`src/rtl/wb_bus_arbiter.sv`:
```
// Two-master, one-slave Wishbone arbiter with round-robin grant held for a whole
// bus cycle, plus a watchdog that aborts slave cycles that never get acked.
module wb_bus_arbiter #(
  parameter int unsigned TIMEOUT = 256,
  parameter int unsigned TO_W    = 9
) (
  input  logic        clk,
  input  logic        rst,

  input  logic        m0_cyc_i,
  input  logic        m0_stb_i,
  input  logic [29:0] m0_addr_i,
  input  logic [2:0]  m0_cti_i,
  input  logic [1:0]  m0_bte_i,
  input  logic [3:0]  m0_sel_i,
  input  logic        m0_we_i,
  input  logic [31:0] m0_data_i,
  output logic [31:0] m0_data_o,
  output logic        m0_ack_o,
  output logic        m0_err_o,

  input  logic        m1_cyc_i,
  input  logic        m1_stb_i,
  input  logic [29:0] m1_addr_i,
  input  logic [2:0]  m1_cti_i,
  input  logic [1:0]  m1_bte_i,
  input  logic [3:0]  m1_sel_i,
  input  logic        m1_we_i,
  input  logic [31:0] m1_data_i,
  output logic [31:0] m1_data_o,
  output logic        m1_ack_o,
  output logic        m1_err_o,

  output logic        s_cyc_o,
  output logic        s_stb_o,
  output logic        s_we_o,
  output logic [29:0] s_addr_o,
  output logic [2:0]  s_cti_o,
  output logic [1:0]  s_bte_o,
  output logic [3:0]  s_sel_o,
  output logic [31:0] s_data_o,
  input  logic [31:0] s_data_i,
  input  logic        s_ack_i,

  output logic [1:0]  gnt_o
);

  typedef enum logic [1:0] {IDLE, GNT0, GNT1, ABORT} state_t;

  localparam int unsigned     TO_LAST   = (TIMEOUT > 0) ? TIMEOUT - 1 : 0;
  localparam logic [TO_W-1:0] WDOG_LAST = TO_W'(TO_LAST);

  state_t          state, state_nxt;
  logic            last, last_nxt;
  logic            owner, owner_nxt;
  logic [TO_W-1:0] wdog, wdog_nxt;

  logic granted;
  logic cur;
  logic cur_cyc;
  logic cur_stb;
  logic timeout_hit;

  assign granted = (state == GNT0) || (state == GNT1);
  assign cur     = (state == GNT1);
  assign cur_cyc = cur ? m1_cyc_i : m0_cyc_i;
  assign cur_stb = cur ? m1_stb_i : m0_stb_i;

  // Ack on the final watchdog cycle takes precedence over the abort.
  assign timeout_hit = (TIMEOUT != 0) && granted && cur_cyc && cur_stb &&
                       !s_ack_i && (wdog == WDOG_LAST);

  assign m0_data_o = s_data_i;
  assign m1_data_o = s_data_i;
  assign m0_ack_o  = (state == GNT0) && s_ack_i;
  assign m1_ack_o  = (state == GNT1) && s_ack_i;
  assign m0_err_o  = (state == GNT0) && timeout_hit;
  assign m1_err_o  = (state == GNT1) && timeout_hit;
  assign gnt_o     = {state == GNT1, state == GNT0};

  always_comb begin
    s_cyc_o  = 1'b0;
    s_stb_o  = 1'b0;
    s_we_o   = 1'b0;
    s_addr_o = '0;
    s_cti_o  = '0;
    s_bte_o  = '0;
    s_sel_o  = '0;
    s_data_o = '0;
    if (state == GNT0) begin
      s_cyc_o  = m0_cyc_i;
      s_stb_o  = m0_stb_i;
      s_we_o   = m0_we_i;
      s_addr_o = m0_addr_i;
      s_cti_o  = m0_cti_i;
      s_bte_o  = m0_bte_i;
      s_sel_o  = m0_sel_i;
      s_data_o = m0_data_i;
    end else if (state == GNT1) begin
      s_cyc_o  = m1_cyc_i;
      s_stb_o  = m1_stb_i;
      s_we_o   = m1_we_i;
      s_addr_o = m1_addr_i;
      s_cti_o  = m1_cti_i;
      s_bte_o  = m1_bte_i;
      s_sel_o  = m1_sel_i;
      s_data_o = m1_data_i;
    end
  end

  // last names the most recent owner, so contention goes to the other master.
  always_comb begin
    state_nxt = state;
    last_nxt  = last;
    owner_nxt = owner;
    wdog_nxt  = '0;
    case (state)
      IDLE: begin
        if (m0_cyc_i && m1_cyc_i) state_nxt = last ? GNT0 : GNT1;
        else if (m0_cyc_i)        state_nxt = GNT0;
        else if (m1_cyc_i)        state_nxt = GNT1;
      end
      GNT0, GNT1: begin
        if (!cur_cyc) begin
          state_nxt = IDLE;
          last_nxt  = cur;
        end else if (timeout_hit) begin
          state_nxt = ABORT;
          owner_nxt = cur;
        end else if (s_stb_o && !s_ack_i) begin
          wdog_nxt = wdog + TO_W'(1);
        end
      end
      ABORT: begin
        if (!(owner ? m1_cyc_i : m0_cyc_i)) begin
          state_nxt = IDLE;
          last_nxt  = owner;
        end
      end
      default: state_nxt = IDLE;
    endcase
  end

  always_ff @(posedge clk or negedge rst) begin
    if (!rst) begin
      state <= IDLE;
      last  <= 1'b1;
      owner <= 1'b0;
      wdog  <= '0;
    end else begin
      state <= state_nxt;
      last  <= last_nxt;
      owner <= owner_nxt;
      wdog  <= wdog_nxt;
    end
  end

endmodule
```
`config.mk`:
```
export PLATFORM = sky130hd
export DESIGN_NAME = wb_bus_arbiter
export DESIGN_NICKNAME = d
export VERILOG_FILES = /design/src/rtl/wb_bus_arbiter.sv
export SDC_FILE = /design/constraint.sdc
export NUM_CORES = 1
export LEC_CHECK = 0
export ABC_CLOCK_PERIOD_IN_PS = 3800
export BUFFER_PORTS_ARGS = -buffer_cell sky130_fd_sc_hd__buf_2
export CORE_AREA = 4 4 126 128
export CTS_CLUSTER_SIZE = 30
export DETAILED_ROUTE_END_ITERATION = 12
export DIE_AREA = 0 0 130 132
export MAX_ROUTING_LAYER = met4
export PLACE_DENSITY = 0.53
export SETUP_SLACK_MARGIN = 0.4
export SLEW_MARGIN = 40
export SYNTH_ARGS = -nofsm -noshare
export SYNTH_HDL_FRONTEND = slang
export SYNTH_SLANG_ARGS = --single-unit
export TNS_END_PERCENT = 30
```
`constraint.sdc`:
```
create_clock -name clk -period 3.8 [get_ports clk]
set_input_delay 0.19 -clock clk [delete_from_list [all_inputs] [get_ports clk]]
set_output_delay 0.19 -clock clk [all_outputs]
set_load 0.1 [all_outputs]
```
== Word level (Yosys, flattened, before mapping) ==
Index checks and enable logic that the tools add are counted.
Word-level totals
  flip-flop bits (word level): 13
  input bits: 183
  output and inout port bits: 144
  word-level logic and storage cells: 65
Operators by class
  add/sub/neg operators: 1
  equal/unequal tests: 8
  muxes and demuxes: 34
  reduce and logical (&&, ||, !) cells: 18
Operators with widths (number)
  two-way mux 32 bit: 2
  two-way mux 30 bit: 2
  two-way mux 9 bit: 4
  two-way mux 2 bit: 9
  two-way mux 1 bit: 11
  logical AND 1 bit: 10
  adder 9 x 1 -> 9 bit (second input constant): 1
  equality test 9 x 8 -> 1 bit (second input constant): 1
  AND reduction 3 bit: 3
  two-way mux 4 bit: 2
  two-way mux 3 bit: 2
  one-hot mux 2 bit (3 select lines): 1
  equality test 2 bit (second input constant): 2
  inequality test 2 bit (second input constant): 2
  inequality test 4 bit (second input constant): 1
  inequality test 3 bit (second input constant): 1
  equality test 2 x 1 -> 1 bit (second input constant): 1
  zero test 2 bit: 1
  one-hot mux 1 bit (2 select lines): 1
  nonzero test 2 bit: 1
  OR reduction 2 bit: 1
  zero test 1 bit: 1
  logical OR 1 bit: 1

== Depth between registers and ports, before layout ==
Gate-level depths: netlist (run 1).
  word-level depth: 9
  mapped depth: 8
  mapped depth without buffers: 8

== Worst setup path after synthesis (run 1) ==
OpenSTA, ideal clock, no wires.
  kind: reg2out
  from: register state[1]
  to: output port s_cyc_o
  data arrival time: 3.642 ns
  data required time: 3.610 ns
  slack: -0.032 ns
  cell stages (with the launch flop): 6
  buffers on the path: 2
  cell sequence: dfrtp_1 inv_1 ha_1 buf_2 clkbuf_1 o21ai_0
On the way
  elaborated cells between the ends (all ways): 4
  those cells by class: 2 x eq/ne; 2 x mux
RTL lines
  start: declaration: line 53  | state_t state, state_nxt;
  start signal: assignment: line 151  | state <= state_nxt;
  equality test 2 x 1 -> 1 bit
  via gnt_o[0]: line 45  | output logic [1:0] gnt_o
  two-way mux 1 bit: line 90  | if (state == GNT0) begin
  end: declaration: line 34  | output logic s_cyc_o,
The timed path passes the listed nets, and every way through them passes these cells.

== Worst setup path in the final report (run 1) ==
  from: register state[0]
  to: output port m1_err_o
On the way
  longest elaborated chain between the ends: 7
  elaborated cells between the ends (all ways): 10
  those cells by class: 2 x eq/ne; 2 x mux; 6 x reduce/logical
Ends and longest elaborated chain
  equality test 2 bit / equality test 2 x 1 -> 1 bit (equally long branches): line 64, 65, 78
  two-way mux 1 bit / logical OR 1 bit (equally long branches): line 66, 64
  logical AND 1 bit (3 in series): line 70  | assign timeout_hit = (TIMEOUT != 0) && granted && cur_cyc && cur_stb &&
  logical AND 1 bit: line 71  | !s_ack_i && (wdog == WDOG_LAST);
  logical AND 1 bit *: line 78  | assign m1_err_o = (state == GNT1) && timeout_hit;
  end: declaration: line 32  | output logic m1_err_o,
Every way passes the cells marked *; elsewhere a longest branch is shown, timed or not.

==> flow_metrics.env, run 1 <==
export IMPL_cts_sinks=13
export IMPL_syn_area_um2=2210
export IMPL_viasPerCell=4.00
export IMPL_initial_core_util=0.148
export IMPL_setup_ws_ns=0.997
export IMPL_gr_total_overflow=0
export IMPL_tightestPinTransition_ns=0.645
export IMPL_path_clk_slew_ns=0.04
export IMPL_wl_per_cell_um=15.6
export IMPL_final_setup_viol_count=0
export IMPL_grt_max_degree=51
export IMPL_syn_nets=505
export IMPL_drive_gt1_frac=0.534
export IMPL_synth_seq_cells=13
export IMPL_cap_violations=0
export IMPL_drv_slew=0
export IMPL_cpPeakStageDelay_ns=0.49
export IMPL_wl_mm=10.2
export IMPL_nNetsFinal=657
export IMPL_track_usage=0.107
export IMPL_cts_tree="yes"
export IMPL_rrSetupSlack_ns=1.47
export IMPL_core_um2=14900
export IMPL_critPathTopFamily="buffers and inverters"
export IMPL_layout_cells_non_filler=657
export IMPL_rows=45
export IMPL_dr_pass1_iters=4
export IMPL_die_area_um2=17200
export IMPL_crit_path_top_delay_cell="nor4b_2"
export IMPL_syn_area_per_cell_um2=7.00
export IMPL_period_share=0.738
export IMPL_num_io_pins=327
export IMPL_cp_max_fo=39
export IMPL_cts_root_buf="clkbuf_16"
export IMPL_grt_pass1_vias=2370
export IMPL_tns_ns=0
export IMPL_numCtsBuffers=3
export IMPL_status="finished, final reports clean"
export IMPL_rsz0062_at_grt="false"
export IMPL_critPathKind="reg -> out"
export IMPL_hpwl_mm=8.78
export IMPL_gp_congestion=0.790
export IMPL_path_cells="inv_1 > ha_1 > buf_4 > mux2i_1 > nor4b_2 > and2_1 > buf_2"
export IMPL_vias=2626
export IMPL_dp_slack_ns=1.23
export IMPL_ys_warn_count=0
export IMPL_die_h_um=132
export IMPL_die_w_um=130
export IMPL_startpoint_type="flip-flop"
export IMPL_skew_ns=0.00121
export IMPL_crit_buf_inv=3
export IMPL_synth_distinct_cells=33
export IMPL_final_common_cell="buf_2"
export IMPL_worstSkewPairLatency_ns=0.24
export IMPL_seq_area_frac_synth=0.148
export IMPL_grt_pass1_wl_mm=14.1
export IMPL_fmax_mhz=357
export IMPL_place_port_buffers=230
export IMPL_htree_levels=1
export IMPL_drc=0
export IMPL_slew_headroom=0.568
export IMPL_final_util=0.213
export IMPL_area_growth_pct=43.5
export IMPL_placedCellCount=649
export IMPL_postSynthCellCount=315
export IMPL_hold_path_class="in -> reg"
export IMPL_critPathRequiredTime_ns=3.61
export IMPL_post_cts_buffers=0
export IMPL_hold_viol_final=0
export IMPL_period_needed_ns=2.80
export IMPL_first_iter_violations=72
export IMPL_antenna_found_initial=4
export IMPL_final_cell_mix="buf_2 (230), nand2_1 (73), a22o_1 (42)"
export IMPL_cp_arrival_ns=2.61
export IMPL_postRouteAntennaNets=0
export IMPL_cts_buffer_depth=2
export IMPL_crit_path_end_kind="primary output"
==> worst paths after layout <==
kind,from,to,depth (start not counted)
setup / recovery,state[0]$_DFFE_PN0P_,m1_err_o,7
hold / removal,m0_cyc_i,last$_DFFE_PN1P_,3
setup reg to reg,state[0]$_DFFE_PN0P_,wdog[2]$_DFF_PN0_,7
hold reg to reg,wdog[0]$_DFF_PN0_,wdog[0]$_DFF_PN0_,1
max in group asynchronous,rst,last$_DFFE_PN1P_,2
min in group asynchronous,rst,wdog[3]$_DFF_PN0_,2
==> layout make-up <==
| type | instances | area (um^2) |
|---|---|---|
| diodes | 3 | 7.51 |
| clock buffers | 4 | 78.8 |
| fillers | 1720 | 11700 |
| inverters | 4 | 15.0 |
| multi-input cells | 210 | 1300 |
| flip-flops and latches | 13 | 327 |
| well taps | 188 | 235 |
| repair buffers | 235 | 1200 |
==> worst min-delay path: stages <==
cell and delay (ns):
buf_2 0.15, o21ai_0 0.13, a31oi_1 0.10
==> layer usage <==
layer  global-route usage  up-vias  share of wire  wire [um]
met5                    -        -              0          0
met4               0.0196        0         0.0057         58
met3               0.0320        4           0.11       1130
met2                0.186      158           0.51       5250
met1                0.123     1138           0.37       3780
li1                     -     1326              -          -
==> sequential cells by signal (all words and copies together), names as in the netlist <==
register  flops
last          1
owner         1
state         2
wdog          9
==> stage by stage <==
stage | area (um^2) | hold slack (ns)
3_3_place_gp | 3070 | 0.0983
5_1_grt | 3170 | 0.381
6_report | 3170 | 0.346
2_1_floorplan | 2210 | -0.106
4_1_cts | 3160 | 0.336
3_5_place_dp | 3070 | 0.0936
==> cells in the mapped netlist, drive strengths merged <==
cell	number	area [um^2]
nand4b	2	17.5
xnor2	1	8.76
xor2	5	43.8
buf	69	508
o21ai	33	165
nand2b	3	18.8
nor2	12	57.6
dfstp	1	26.3
nor2b	3	18.8
ha	7	87.6
a31oi	1	6.26
nand2	73	274
a311o	1	10.0
mux2i	3	30.0
mux2	3	33.8
clkbuf	19	72.6
a22o	42	368
dfrtp	12	300
inv	4	15.0
a32o	1	10.0
nand3	5	25.0
and2	4	25.0
nor4b	1	15.0
o221ai	2	17.5
nand3b	1	7.51
and3	2	12.5
a21oi	2	10.0
or3	1	6.26
a21o	2	15.0
==> cell families after synthesis <==
family,after synthesis,synth area share
compound gates,84,0.273
xor+xnor,6,0.0238
fa+ha+maj,7,0.0397
buf+inv,92,0.270
flops,13,0.148
mux,6,0.0289
simple gates,107,0.217
==> what timing repair did <==
action,4_1_cts,5_1_grt
resized for setup,0,0
hold buffers,1,0
endpoints found under the hold margin,12,0
Power of run 1 is not shown: default switching activity piles up to over one toggle a cycle in this logic, so the estimate is an artifact.
==> inputs of run 2 (changes only) <==
--- a/config.mk
+++ b/config.mk
@@ -5,14 +5,14 @@
 export SDC_FILE = /design/constraint.sdc
 export NUM_CORES = 1
 export LEC_CHECK = 0
-export ABC_CLOCK_PERIOD_IN_PS = 3800
+export ABC_CLOCK_PERIOD_IN_PS = 2800
 export BUFFER_PORTS_ARGS = -buffer_cell sky130_fd_sc_hd__buf_2
-export CORE_AREA = 4 4 126 128
+export CORE_AREA = 4 4 124 126
 export CTS_CLUSTER_SIZE = 30
 export DETAILED_ROUTE_END_ITERATION = 12
-export DIE_AREA = 0 0 130 132
+export DIE_AREA = 0 0 128 130
 export MAX_ROUTING_LAYER = met4
-export PLACE_DENSITY = 0.53
+export PLACE_DENSITY = 0.55
 export SETUP_SLACK_MARGIN = 0.4
 export SLEW_MARGIN = 40
 export SYNTH_ARGS = -nofsm -noshare
==> constraint.sdc (replaced) <==
create_clock -name clk -period 2.8 [get_ports clk]
set_input_delay 0.14 -clock clk [delete_from_list [all_inputs] [get_ports clk]]
set_output_delay 0.14 -clock clk [all_outputs]
set_load 0.1 [all_outputs]
==> flow_metrics.env, run 2 (synthesis results as in run 1) <==
export IMPL_final_cell_mix="buf_2 (156), nand2_1 (73), buf_12 (72)"
export IMPL_rsz0062_at_grt="true"
export IMPL_tns_ns=0
export IMPL_cpPeakStageDelay_ns=0.43
export IMPL_critPathTopFamily="buffers and inverters"
export IMPL_skew_ns=0.00159
export IMPL_r2r_start="state[0]$_DFFE_PN0P_"
export IMPL_initial_core_util=0.154
export IMPL_viasPerCell=4.12
export IMPL_num_io_pins=327
export IMPL_top_register="wdog"
export IMPL_status="finished, final reports clean"
export IMPL_place_area_um2=4300
export IMPL_htree_levels=1
export IMPL_n_antenna_cell=0
export IMPL_grt_pass1_wl_mm=15.4
export IMPL_core_um2=14300
export IMPL_postLayoutCellArea_um2=4460
export IMPL_critPathRequiredTime_ns=2.66
export IMPL_numCtsBuffers=3
export IMPL_final_common_cell="buf_2"
export IMPL_cp_max_fo=34
export IMPL_cp_arrival_ns=2.18
export IMPL_cts_sinks=13
export IMPL_die_w_um=128
export IMPL_critPathKind="reg -> out"
export IMPL_largest_register_ffs=9
export IMPL_ff2ff_path_depth=6
export IMPL_critPathLaunch="state[0]$_DFFE_PN0P_"
export IMPL_drive_gt1_frac=0.701
export IMPL_fmax_mhz=431
export IMPL_hpwl_mm=9.68
export IMPL_postRouteAntennaNets=0
export IMPL_fillers=1519
export IMPL_gr_total_overflow=0
export IMPL_finalHoldWorstSlack_ns=0.237
export IMPL_crit_buf_inv=3
export IMPL_grt_pass1_vias=2490
export IMPL_worstSkewPairLatency_ns=0.25
export IMPL_critPathCapture="s_data_o[23]"
export IMPL_vias=2700
export IMPL_drc=0
export IMPL_cts_buffer_depth=2
export IMPL_cap_violations=0
export IMPL_place_port_buffers=230
export IMPL_layout_top_registers="wdog: 9 flops, state: 2 flops"
export IMPL_crit_cells=6
export IMPL_cts_tree="yes"
export IMPL_rows=44
export IMPL_timing_rr_end="wdog[0]$_DFF_PN0_"
export IMPL_die_h_um=130
export IMPL_final_setup_viol_count=0
export IMPL_placedCellCount=645
export IMPL_track_usage=0.124
export IMPL_wl_per_cell_um=17.6
export IMPL_nNetsFinal=662
export IMPL_path_clk_slew_ns=0.04
export IMPL_first_iter_violations=84
export IMPL_path_cells="inv_1 > ha_1 > buf_4 > nand2_1 > o21ai_2 > buf_2"
export IMPL_grt_max_degree=67
export IMPL_slew_headroom=0.669
export IMPL_hold_path_class="in -> reg"
export IMPL_startpoint_type="flip-flop"
export IMPL_wl_mm=11.5
export IMPL_die_area_um2=16600
export IMPL_antenna_found_initial=0
export IMPL_crit_path_end_kind="primary output"
export IMPL_dr_pass1_iters=5
export IMPL_period_share=0.828
export IMPL_cts_root_buf="clkbuf_16"
export IMPL_crit_path_top_delay_cell="dfrtp_1"
export IMPL_drv_slew=0
export IMPL_hold_viol_final=0
export IMPL_tightestPinTransition_ns=0.500
export IMPL_rrSetupSlack_ns=0.64
export IMPL_gp_congestion=0.852
export IMPL_area_growth_pct=102
export IMPL_period_needed_ns=2.32
export IMPL_layout_cells_non_filler=655
[run 2: changes by cell type in the layout (fill, tap and decap cells not counted), moves of 3 or more]
cell	change
buf_2	-74
buf_12	+71
a22o_1	-41
a22o_2	+41
o21ai_2	+32
o21ai_0	-29
buf_4	+3
clkbuf_4	+3
diode_2	-3
o21ai_1	-3
[run 2: layout make-up]
type | instances | area [um^2] | share of cell area
Inverter | 4 | 15.0 | 0.00337
Multi-Input combinational cell | 210 | 1480 | 0.333
Timing Repair Buffer | 240 | 2330 | 0.521
Clock buffer | 4 | 78.8 | 0.0177
Sequential cell | 13 | 327 | 0.0732
Tap cell | 184 | 230 | 0.0516
[run 2: tightest hold or removal path, stage by stage]
cell and delay [ns]:
buf_2 0.13, o21ai_0 0.11, a31oi_1 0.09
[run 2: metrics by stage]
step / setup WS, ns / utilization
floorplan: 0.450 / -
global placement: 0.638 / 0.301
detailed placement: 0.594 / 0.301
CTS: 0.434 / 0.309
global route: 0.336 / 0.312
finish: 0.482 / 0.312
[run 2: repair_timing]
action | in CTS | in global routing
endpoints found under the setup margin | 10 | 50
resized for setup | 1 | 5
hold endpoints to repair | 12 | 0
pin swaps | 0 | 1
buffers inserted | 1 | 4
hold buffers | 1 | 0
[run 2: routing by layer]
layer,vias to the layer above,track usage,share of wire
li1,1338,-,-
met1,1207,0.148,0.37
met2,144,0.209,0.52
met3,11,0.0397,0.095
met4,0,0.0206,0.0089
met5,-,-,0
[run 2: how the worst min path moves through the flow]
stage / start / end / cells after the start
after floorplan: rst / owner$_DFFE_PN0P_ / 0
after global placement: rst / wdog[4]$_DFF_PN0_ / 1
after detailed placement: rst / wdog[2]$_DFF_PN0_ / 1
after CTS: m0_cyc_i / last$_DFFE_PN1P_ / 3
after global routing: m0_cyc_i / last$_DFFE_PN1P_ / 3
final: m0_cyc_i / last$_DFFE_PN1P_ / 3
Power of run 2 is left out for the same reason.
